[src/rtl/fp_divider_pkg.sv]
// Shared single-precision field helpers and constants for the floating-point divider.
// Inputs with a zero exponent are treated as signed zero (flush-to-zero).
package fp_divider_pkg;

    localparam logic [31:0] FP_QNAN   = 32'h7FC0_0000;
    localparam int unsigned QUOT_BITS = 26;

    function automatic logic fp_sign(input logic [31:0] x);
        return x[31];
    endfunction

    function automatic logic [7:0] fp_exp(input logic [31:0] x);
        return x[30:23];
    endfunction

    function automatic logic [23:0] fp_mant_full(input logic [31:0] x);
        return {1'b1, x[22:0]};
    endfunction

    function automatic logic is_zero(input logic [31:0] x);
        return x[30:23] == 8'h00;
    endfunction

    function automatic logic is_inf(input logic [31:0] x);
        return (x[30:23] == 8'hFF) && (x[22:0] == 23'd0);
    endfunction

    function automatic logic is_nan(input logic [31:0] x);
        return (x[30:23] == 8'hFF) && (x[22:0] != 23'd0);
    endfunction

    function automatic logic [31:0] fp_zero(input logic s);
        return {s, 31'd0};
    endfunction

    function automatic logic [31:0] fp_inf(input logic s);
        return {s, 8'hFF, 23'd0};
    endfunction

endpackage

[src/rtl/fp_divider_if.sv]
// Start/done level handshake, operands, result and status flags of the divider.
interface fp_divider_if;

    logic [31:0] a;
    logic [31:0] b;
    logic        start;
    logic [31:0] result;
    logic        done;
    logic        busy;
    logic        overflow;
    logic        underflow;
    logic        div_by_zero;

    modport master (
        output a, b, start,
        input  result, done, busy, overflow, underflow, div_by_zero
    );

    modport slave (
        input  a, b, start,
        output result, done, busy, overflow, underflow, div_by_zero
    );

endinterface

[src/rtl/fp_divider_mant_div.sv]
// Iterative restoring mantissa divider retiring RADIX_BITS quotient bits per cycle.
// o_last is high during the final iteration cycle; quotient/remainder are final after that edge.
module fp_divider_mant_div
    import fp_divider_pkg::*;
#(
    parameter int unsigned RADIX_BITS = 1
) (
    input  logic        clk,
    input  logic        reset,
    input  logic        i_load,
    input  logic [23:0] i_dividend,
    input  logic [23:0] i_divisor,
    output logic        o_last,
    output logic [25:0] o_quot,
    output logic        o_rem_nz
);

    localparam int unsigned NUM_ITER  = QUOT_BITS / RADIX_BITS;
    localparam logic [4:0]  ITER_INIT = 5'(NUM_ITER);

    logic [24:0] r_rem;
    logic [23:0] r_div;
    logic [25:0] r_quot;
    logic [4:0]  r_cnt;
    logic [24:0] w_rem;
    logic [25:0] w_quot;

    // Remainder stays below the divisor after each step, so the shift never loses a set bit.
    always_comb begin
        w_rem  = r_rem;
        w_quot = r_quot;
        for (int i = 0; i < RADIX_BITS; i++) begin
            if (w_rem >= {1'b0, r_div}) begin
                w_quot = {w_quot[24:0], 1'b1};
                w_rem  = w_rem - {1'b0, r_div};
            end else begin
                w_quot = {w_quot[24:0], 1'b0};
            end
            w_rem = {w_rem[23:0], 1'b0};
        end
    end

    always_ff @(posedge clk or posedge reset) begin
        if (reset) begin
            r_rem  <= '0;
            r_div  <= '0;
            r_quot <= '0;
            r_cnt  <= '0;
        end else if (i_load) begin
            r_rem  <= {1'b0, i_dividend};
            r_div  <= i_divisor;
            r_quot <= '0;
            r_cnt  <= ITER_INIT;
        end else if (r_cnt != 5'd0) begin
            r_rem  <= w_rem;
            r_quot <= w_quot;
            r_cnt  <= r_cnt - 5'd1;
        end
    end

    assign o_last   = (r_cnt == 5'd1);
    assign o_quot   = r_quot;
    assign o_rem_nz = |r_rem;

endmodule

[src/rtl/fp_divider.sv]
// IEEE-754 single-precision divider: FSM, special-case decode, normalise/round and flags.
// The mantissa quotient comes from fp_divider_mant_div.
module fp_divider
    import fp_divider_pkg::*;
#(
    parameter int unsigned RADIX_BITS = 1,
    parameter bit          ROUND_EN   = 1'b0
) (
    input  logic         clk,
    input  logic         reset,
    fp_divider_if.slave  bus
);

    localparam logic [2:0] ST_IDLE   = 3'd0;
    localparam logic [2:0] ST_SETUP  = 3'd1;
    localparam logic [2:0] ST_DIVIDE = 3'd2;
    localparam logic [2:0] ST_NORM   = 3'd3;
    localparam logic [2:0] ST_DONE   = 3'd4;

    logic [2:0]        r_state;
    logic [31:0]       r_a;
    logic [31:0]       r_b;
    logic signed [9:0] r_exp;
    logic [31:0]       r_result;
    logic              r_done;
    logic              r_busy;
    logic              r_ovf;
    logic              r_unf;
    logic              r_dz;

    logic              w_sign;
    logic              w_special;
    logic              w_dz;
    logic [31:0]       w_special_res;
    logic              w_load;
    logic              w_last;
    logic [25:0]       w_quot;
    logic              w_rem_nz;
    logic [22:0]       w_mant;
    logic              w_guard;
    logic              w_sticky;
    logic              w_inc;
    logic [23:0]       w_mant_rnd;
    logic signed [9:0] w_exp_norm;
    logic signed [9:0] w_exp_fin;
    logic signed [9:0] w_exp_setup;

    assign w_sign      = fp_sign(r_a) ^ fp_sign(r_b);
    assign w_exp_setup = $signed({2'b00, fp_exp(r_a)}) - $signed({2'b00, fp_exp(r_b)}) + 10'sd127;

    always_comb begin
        w_special     = 1'b1;
        w_dz          = 1'b0;
        w_special_res = FP_QNAN;
        if (is_nan(r_a) || is_nan(r_b) || (is_zero(r_a) && is_zero(r_b)) ||
            (is_inf(r_a) && is_inf(r_b))) begin
            w_special_res = FP_QNAN;
        end else if (is_zero(r_b)) begin
            w_special_res = fp_inf(w_sign);
            w_dz          = 1'b1;
        end else if (is_inf(r_a)) begin
            w_special_res = fp_inf(w_sign);
        end else if (is_inf(r_b) || is_zero(r_a)) begin
            w_special_res = fp_zero(w_sign);
        end else begin
            w_special = 1'b0;
        end
    end

    assign w_load = (r_state == ST_SETUP) && !w_special;

    fp_divider_mant_div #(
        .RADIX_BITS (RADIX_BITS)
    ) u_mant_div (
        .clk        (clk),
        .reset      (reset),
        .i_load     (w_load),
        .i_dividend (fp_mant_full(r_a)),
        .i_divisor  (fp_mant_full(r_b)),
        .o_last     (w_last),
        .o_quot     (w_quot),
        .o_rem_nz   (w_rem_nz)
    );

    // Quotient lies in [2^24, 2^26); a clear top bit costs one exponent step.
    always_comb begin
        if (w_quot[25]) begin
            w_mant     = w_quot[24:2];
            w_guard    = w_quot[1];
            w_sticky   = w_quot[0] | w_rem_nz;
            w_exp_norm = r_exp;
        end else begin
            w_mant     = w_quot[23:1];
            w_guard    = w_quot[0];
            w_sticky   = w_rem_nz;
            w_exp_norm = r_exp - 10'sd1;
        end
        w_inc      = ROUND_EN && w_guard && (w_sticky || w_mant[0]);
        w_mant_rnd = {1'b0, w_mant} + {23'd0, w_inc};
        w_exp_fin  = w_exp_norm + (w_mant_rnd[23] ? 10'sd1 : 10'sd0);
    end

    always_ff @(posedge clk or posedge reset) begin
        if (reset) begin
            r_state  <= ST_IDLE;
            r_a      <= '0;
            r_b      <= '0;
            r_exp    <= '0;
            r_result <= '0;
            r_done   <= 1'b0;
            r_busy   <= 1'b0;
            r_ovf    <= 1'b0;
            r_unf    <= 1'b0;
            r_dz     <= 1'b0;
        end else begin
            case (r_state)
                ST_IDLE: begin
                    r_done <= 1'b0;
                    if (bus.start) begin
                        r_a     <= bus.a;
                        r_b     <= bus.b;
                        r_ovf   <= 1'b0;
                        r_unf   <= 1'b0;
                        r_dz    <= 1'b0;
                        r_busy  <= 1'b1;
                        r_state <= ST_SETUP;
                    end
                end
                ST_SETUP: begin
                    if (w_special) begin
                        r_result <= w_special_res;
                        r_dz     <= w_dz;
                        r_done   <= 1'b1;
                        r_busy   <= 1'b0;
                        r_state  <= ST_DONE;
                    end else begin
                        r_exp   <= w_exp_setup;
                        r_state <= ST_DIVIDE;
                    end
                end
                ST_DIVIDE: begin
                    if (w_last) r_state <= ST_NORM;
                end
                ST_NORM: begin
                    if (w_exp_fin >= 10'sd255) begin
                        r_result <= fp_inf(w_sign);
                        r_ovf    <= 1'b1;
                    end else if (w_exp_fin <= 10'sd0) begin
                        r_result <= fp_zero(w_sign);
                        r_unf    <= 1'b1;
                    end else begin
                        r_result <= {w_sign, w_exp_fin[7:0], w_mant_rnd[22:0]};
                    end
                    r_done  <= 1'b1;
                    r_busy  <= 1'b0;
                    r_state <= ST_DONE;
                end
                ST_DONE: begin
                    if (!bus.start) begin
                        r_done  <= 1'b0;
                        r_state <= ST_IDLE;
                    end
                end
                default: r_state <= ST_IDLE;
            endcase
        end
    end

    assign bus.result      = r_result;
    assign bus.done        = r_done;
    assign bus.busy        = r_busy;
    assign bus.overflow    = r_ovf;
    assign bus.underflow   = r_unf;
    assign bus.div_by_zero = r_dz;

endmodule
[src/flat_wrapper.sv]
// flat-port wrapper written by rule: the top's interface ports become plain ports
module fp_divider_flat import fp_divider_pkg::*;
#(
    parameter int unsigned RADIX_BITS = 1,
    parameter bit          ROUND_EN   = 1'b0
)
  (clk, reset, bus_a, bus_b, bus_start, bus_result, bus_done, bus_busy, bus_overflow, bus_underflow, bus_div_by_zero);
  fp_divider_if bus_i ();
  input  logic clk;
  input  logic reset;
  input wire logic [$bits(bus_i.a)-1:0] bus_a;
  input wire logic [$bits(bus_i.b)-1:0] bus_b;
  input wire logic [$bits(bus_i.start)-1:0] bus_start;
  output wire logic [$bits(bus_i.result)-1:0] bus_result;
  output wire logic [$bits(bus_i.done)-1:0] bus_done;
  output wire logic [$bits(bus_i.busy)-1:0] bus_busy;
  output wire logic [$bits(bus_i.overflow)-1:0] bus_overflow;
  output wire logic [$bits(bus_i.underflow)-1:0] bus_underflow;
  output wire logic [$bits(bus_i.div_by_zero)-1:0] bus_div_by_zero;
  assign bus_i.a = bus_a;
  assign bus_i.b = bus_b;
  assign bus_i.start = bus_start;
  assign bus_result = bus_i.result;
  assign bus_done = bus_i.done;
  assign bus_busy = bus_i.busy;
  assign bus_overflow = bus_i.overflow;
  assign bus_underflow = bus_i.underflow;
  assign bus_div_by_zero = bus_i.div_by_zero;
  fp_divider #(.RADIX_BITS(RADIX_BITS), .ROUND_EN(ROUND_EN)) u_core (.clk(clk), .reset(reset), .bus(bus_i));
endmodule
[config.mk]
export PLATFORM = sky130hd
export DESIGN_NAME = fp_divider_flat
export DESIGN_NICKNAME = d
export VERILOG_FILES = /design/src/rtl/fp_divider_pkg.sv /design/src/rtl/fp_divider_if.sv /design/src/rtl/fp_divider_mant_div.sv /design/src/rtl/fp_divider.sv /design/src/flat_wrapper.sv
export SDC_FILE = /design/constraint.sdc
export NUM_CORES = 1
export LEC_CHECK = 0
export CORE_UTILIZATION = 50
export CTS_CLUSTER_DIAMETER = 200
export DETAILED_ROUTE_END_ITERATION = 16
export MAX_ROUTING_LAYER = met4
export PLACE_DENSITY = 0.73
export SYNTH_ARGS = -nofsm -noshare
export SYNTH_HDL_FRONTEND = slang
export SYNTH_SLANG_ARGS = --single-unit
[constraint.sdc]
create_clock -name clk -period 16.75 [get_ports clk]
set_clock_uncertainty 0.2 [all_clocks]
set_input_delay 1.675 -clock clk [delete_from_list [all_inputs] [get_ports clk]]
set_output_delay 1.675 -clock clk [all_outputs]
set_load 0.05 [all_outputs]
# Yosys cells after proc, flatten, opt, wreduce, memory -nomap -nowiden
# Cells that the tools add are included.
dict set report op_classes {
  n_lt_le_gt_ge 3
  n_reduce_logical 35
  addsub 5
  n_eq_ne 14
  bitwise 2
  mux 43
}
# op n
set ops {}
lappend ops {{$mux W32} 5}
lappend ops {{$pmux W32 S2} 1}
lappend ops {{$mux W31} 2}
lappend ops {{$mux W26} 2}
lappend ops {{$mux W25} 2}
lappend ops {{$logic_not A23 Y1} 2}
lappend ops {{$reduce_bool A23 Y1} 2}
lappend ops {{$ge A25 B24 Y1} 1}
lappend ops {{$mux W24} 1}
lappend ops {{$sub A24 B24 Y24} 1}
lappend ops {{$mux W23} 1}
lappend ops {{$eq A8 B8 Y1 const B} 2}
lappend ops {{$logic_not A8 Y1} 2}
lappend ops {{$mux W1} 16}
lappend ops {{$pmux W3 S5} 1}
lappend ops {{$reduce_and A3 Y1} 5}
lappend ops {{$mux W3} 4}
lappend ops {{$add A10 B8 Y10 const B} 1}
lappend ops {{$ge A10 B9 Y1 const B} 1}
lappend ops {{$le A10 B1 Y1 const B} 1}
lappend ops {{$mux W10} 1}
lappend ops {{$mux W5} 2}
lappend ops {{$sub A10 B2 Y10 const B} 1}
lappend ops {{$sub A8 B8 Y9} 1}
lappend ops {{other kinds (22)} 44}
dict set report word_totals {
  elab_cells 116
  in_bits 67
  register_bits 194
  out_inout_bits 37
}

# Depth between registers and ports, before layout
dict set report logic_depth {
  depth_word 10
  depth_mapped 11
  mapped_depth_nobuf 11
}

# Hierarchy
# From an unflattened synthesis, not the netlist that was laid out.
dict set report hier_totals {
  cells_unflattened 1096
  hier_area_um2 10620.2
}
# module n_inst cells_each area_each_um2
set by_module_without_submodules {}
lappend by_module_without_submodules {fp_divider 1 530 5681.7}
lappend by_module_without_submodules {fp_divider_mant_div 1 566 4938.5}

# Worst setup path before layout
# No wires, ideal clock.
dict set report synth_path {
  path_type {input port to flip-flop}
  start {input bus_start}
  end {register u_core.r_a[0]}
  path_buffers 3
  path_slack_ps 13739
  path_stages 7
  t_required_ps 16433
  t_arrival_ps 2694
  path_cell_list {nand2b_1 or3_1 clkbuf_1 clkbuf_1 clkbuf_1 nand2_1 nand2_1}
}
dict set report synth_via {
  elab_chain_len 1
}
# item line_no
set synth_rtl {}
lappend synth_rtl {{start: declaration} flat_wrapper.sv:13} ;# input wire logic [$bits(bus_i.start)-1:0] bus_start;
lappend synth_rtl {{$reduce_and A2 Y1 (no line)} --}
lappend synth_rtl {{end signal: assignment} fp_divider.sv:120} ;# r_a <= bus.a;
lappend synth_rtl {{end: declaration} fp_divider.sv:21} ;# logic [31:0] r_a;
# No other way between the ends.
# A chain may end at the register's enable or synchronous reset.

==> impl_results.md <==
* CP Class: input pin to asynchronous set/reset pin
* # clock sinks at 194
* # port buffers at 103
* Clock power frac at 14.2%
* Post-route ant nets at 0
* Total overflow reported by the global router at 0
* Sequential Power Share at 29.0%
* Worst EP required at 16.95 ns
* Worst Hold Path Cells at 2
* Final Instance Area at 12400 um^2
* Layout cells sized above 1 at 4.41%
* Clk root buf: clkbuf_16
* Clk_lat worst skew at 0.44 ns
* Post-layout minimum cycle time at 3.72 ns
* Aggregate global-route resource usage at 25.2%
* Comb power frac at 56.8%
* Critical Path Stages at 3
* Die ar. at 21800 um^2
* Max incr delay on CP at 0.92 ns
* VDD IR max at 0.109 mV
* Resized cells post-CTS at 0
* Critical Path AT at 3.92 ns
* Register area share after synthesis at 45.8%
* Slew HR at 24.4%
* CP bufs+invs at 3
* Final core utilization at 60.6%
* Hold Fails Final Rpt at 0
* WHS at 0.270 ns
* Site Rows at 52
* Die width at 148 um
* Synth Register Bits at 194
* Drt pass-1 iters at 7
* Setup tns final at 0 ns
* Final setup margin at 13.03 ns
* Worst setup SP type: input pin
* Final setup vio count at 0
* Placed Instance Area at 11800 um^2
* H-tree levels at 4
* Ant diodes at 0
* # Post-CTS Setup Buffers at 0
* Maximum root-to-sink buffer count at 2
* Hold-fix buffers, CTS at 0
* First-pass GRT wire length at 42600 um
* Synth Instances at 1234
* Die Ht at 148 um
* Worst-path maximum fanout at 113
* Vias in the first global route at 8331
* Synth unique cells at 71
* # DRC at 0
* Num CTS Buffers at 17
* Fin crit share at 22.2%
* Synth Cell Area at 10600 um^2
* Switching share of power at 47.3%
* Max-cap violations at 0
* Filler Cell Count at 1860
* Internal at 0.00159 W
* Worst reg2reg path depth at 8
* CP Cell Sequence: clkdlybuf4s50_1 -> clkinv_4 -> buf_4
* Gpl congestion at 0.911
* CP delay by family, top: buffers and inverters
* Setup WS pre-CTS at 12.51 ns
* Initial antenna violation count at 0
* Synthesized area per cell at 8.59 um^2
* Core Area at 20500 um^2
* Register area at 4850 um^2
* Multi-input logic area at 5310 um^2
* Initial detailed-routing violation count at 560
* Outcome: finished clean
* Final Net Count at 1407
* Yosys warning total at 0
* WL/cell at 16.0 um
* DP HPWL at 17800 um
* RSZ-0062 raised after global routing: false
* Initial core utilization at 51.7%
* Worst-Margin Slew at 1.13 ns
* Max frequency at 269 MHz
* Critical-path top delay cell: buf_4
* CTS tree: done
* Hold Crit Class: flip-flop to flip-flop
* P_sw at 0.00143 W
* Largest net degree at the start of global routing at 114
* CP endpoint kind: asynchronous set/reset pin
* Fraction of registers with async set/reset at 100%
* I/O Pins at 104
* Final WL at 25300 um
* Clk slew on worst S/H paths at 0.07 ns
* Syn_nets at 1340
* Pwr dens at 243 nW/um^2
* Synthesis-to-layout area growth at 17.1%
* Post-synth top flop: dfrtp_1
* Vias per cell at 5.62
* Post-synth EDFFs at 0
* Final Max Tran Viols at 0
* Via count at 8907
* Leakage Power at 5.44 nW
-- flip-flops by register name, indices dropped and copies added (netlist names), 3 cells and up --
| name | cells |
|---|---|
| u_core.bus.result | 32 |
| u_core.r_a | 32 |
| u_core.r_b | 32 |
| u_core.r_exp | 10 |
| u_core.r_state | 3 |
| u_core.u_mant_div.o_quot | 26 |
| u_core.u_mant_div.r_cnt | 5 |
| u_core.u_mant_div.r_div | 24 |
| u_core.u_mant_div.r_rem | 25 |
-- per-stage QoR --
step           power (W)  cells
2_1_floorplan    0.00218   1234
3_3_place_gp     0.00254   1552
3_5_place_dp     0.00258   1552
4_1_cts          0.00302   1584
5_1_grt          0.00328   1584
6_report         0.00302   1584
-- worst paths after layout --
| path | startpoint | end | slack, ns |
|---|---|---|---|
| max | reset | u_core.u_mant_div.r_cnt[2]$_DFFE_PP0P_ | 13.03 |
| min | u_core.u_mant_div.r_div[23]$_DFFE_PP0P_ | u_core.u_mant_div.r_div[23]$_DFFE_PP0P_ | 0.27 |
| max in group clk | u_core.r_a[24]$_DFFE_PP0P_ | u_core.u_mant_div.r_rem[18]$_DFFE_PP0P_ | 13.15 |
| min in group asynchronous | reset | u_core.bus.result[25]$_DFFE_PP0P_ | 1.58 |
| max reg2reg | u_core.r_a[24]$_DFFE_PP0P_ | u_core.u_mant_div.r_rem[18]$_DFFE_PP0P_ | 13.15 |
| min reg2reg | u_core.u_mant_div.r_div[23]$_DFFE_PP0P_ | u_core.u_mant_div.r_div[23]$_DFFE_PP0P_ | 0.27 |
-- cells by family after synthesis --
group | share of synthesized area [%]
compound gates | 17.4
fa+ha+maj | 4.75
mux | 2.47
flops | 45.8
buf+inv | 4.13
xor+xnor | 3.22
simple gates | 22.2
-- synth_stat cells, types with 10 or more instances --
| cell type | instances | share of area [%] |
|---|---|---|
| nand2_1 | 340 | 12 |
| dfrtp_1 | 194 | 46 |
| o21ai_0 | 97 | 4.6 |
| nor2_1 | 71 | 2.5 |
| a21oi_1 | 63 | 3.0 |
| clkbuf_1 | 52 | 1.8 |
| inv_1 | 47 | 1.7 |
| ha_1 | 37 | 4.4 |
| nor3_1 | 27 | 1.3 |
| mux2i_1 | 25 | 2.4 |
| xnor2_1 | 23 | 1.9 |
| nor4_1 | 18 | 1.1 |
| xor2_1 | 16 | 1.3 |
| o31ai_1 | 14 | 0.99 |
| nand3_1 | 13 | 0.61 |
| a31oi_1 | 12 | 0.71 |
| a21o_1 | 11 | 0.78 |
| nand4_1 | 11 | 0.65 |
| nor2b_1 | 10 | 0.59 |
-- final cells by class --
| class | instances | area share, % |
|---|---|---|
| timing repair buffer | 111 | 8.79 |
| clock inverter | 15 | 1.69 |
| multi-input combinational | 930 | 42.8 |
| sequential | 194 | 39.1 |
| clock buffer | 17 | 3.43 |
| inverter | 47 | 1.46 |
| tap | 270 | 2.72 |
-- power groups by stage --
stage               registers (W)  clock network, W  logic (W)
floorplan                0.000938                 0    0.00124
global placement         0.000875                 0    0.00167
detailed placement       0.000878                 0    0.00170
CTS                      0.000872          0.000438    0.00171
global route             0.000903          0.000458    0.00192
finish                   0.000876          0.000430    0.00172
-- metal layers --
layer / share of wire [%] / vias up / GRT usage, %
li1: - / 4416 / -
met1: 48 / 4217 / 34.2
met2: 47 / 251 / 39.5
met3: 4.3 / 23 / 3.73
met4: 1.5 / 0 / 6.55
met5: 0 / - / -
-- worst register-to-register path, stage by stage (launching register included) --
cell and delay [ns]:
dfrtp_1 0.45, nor4_1 0.11, and2_1 0.20, nor4_2 0.53, and2_2 0.63, buf_4 0.67
nor2_1 0.27, nand2_1 0.26, o221ai_1 0.13
-- placed cells by master, fill, tap and decap left out, drive strengths merged, types with 4 or more instances in the layout --
master	synthesis	final
clkbuf	52	17
and4	4	4
o22a	8	8
o21ai	98	98
clkinv	0	9
nand2	340	340
o22ai	9	9
dfrtp	194	194
nor2	72	72
nand4b	4	4
mux2i	25	25
nor3	27	27
xnor2	23	23
inv	47	52
nor4	20	20
o211ai	6	6
o21a	8	8
ha	37	37
a211o	4	4
a21o	11	11
nand4	11	11
a21oi	63	63
clkdlybuf4s50	0	103
nand3	13	13
xor2	16	16
nor2b	10	10
and2	4	4
a311o	4	4
or3	9	9
a31oi	12	12
a211oi	5	5
a22o	4	4
o31a	5	5
o31ai	14	14
buf	11	8
nand2b	8	8
Power figures use the tool's default switching activity.
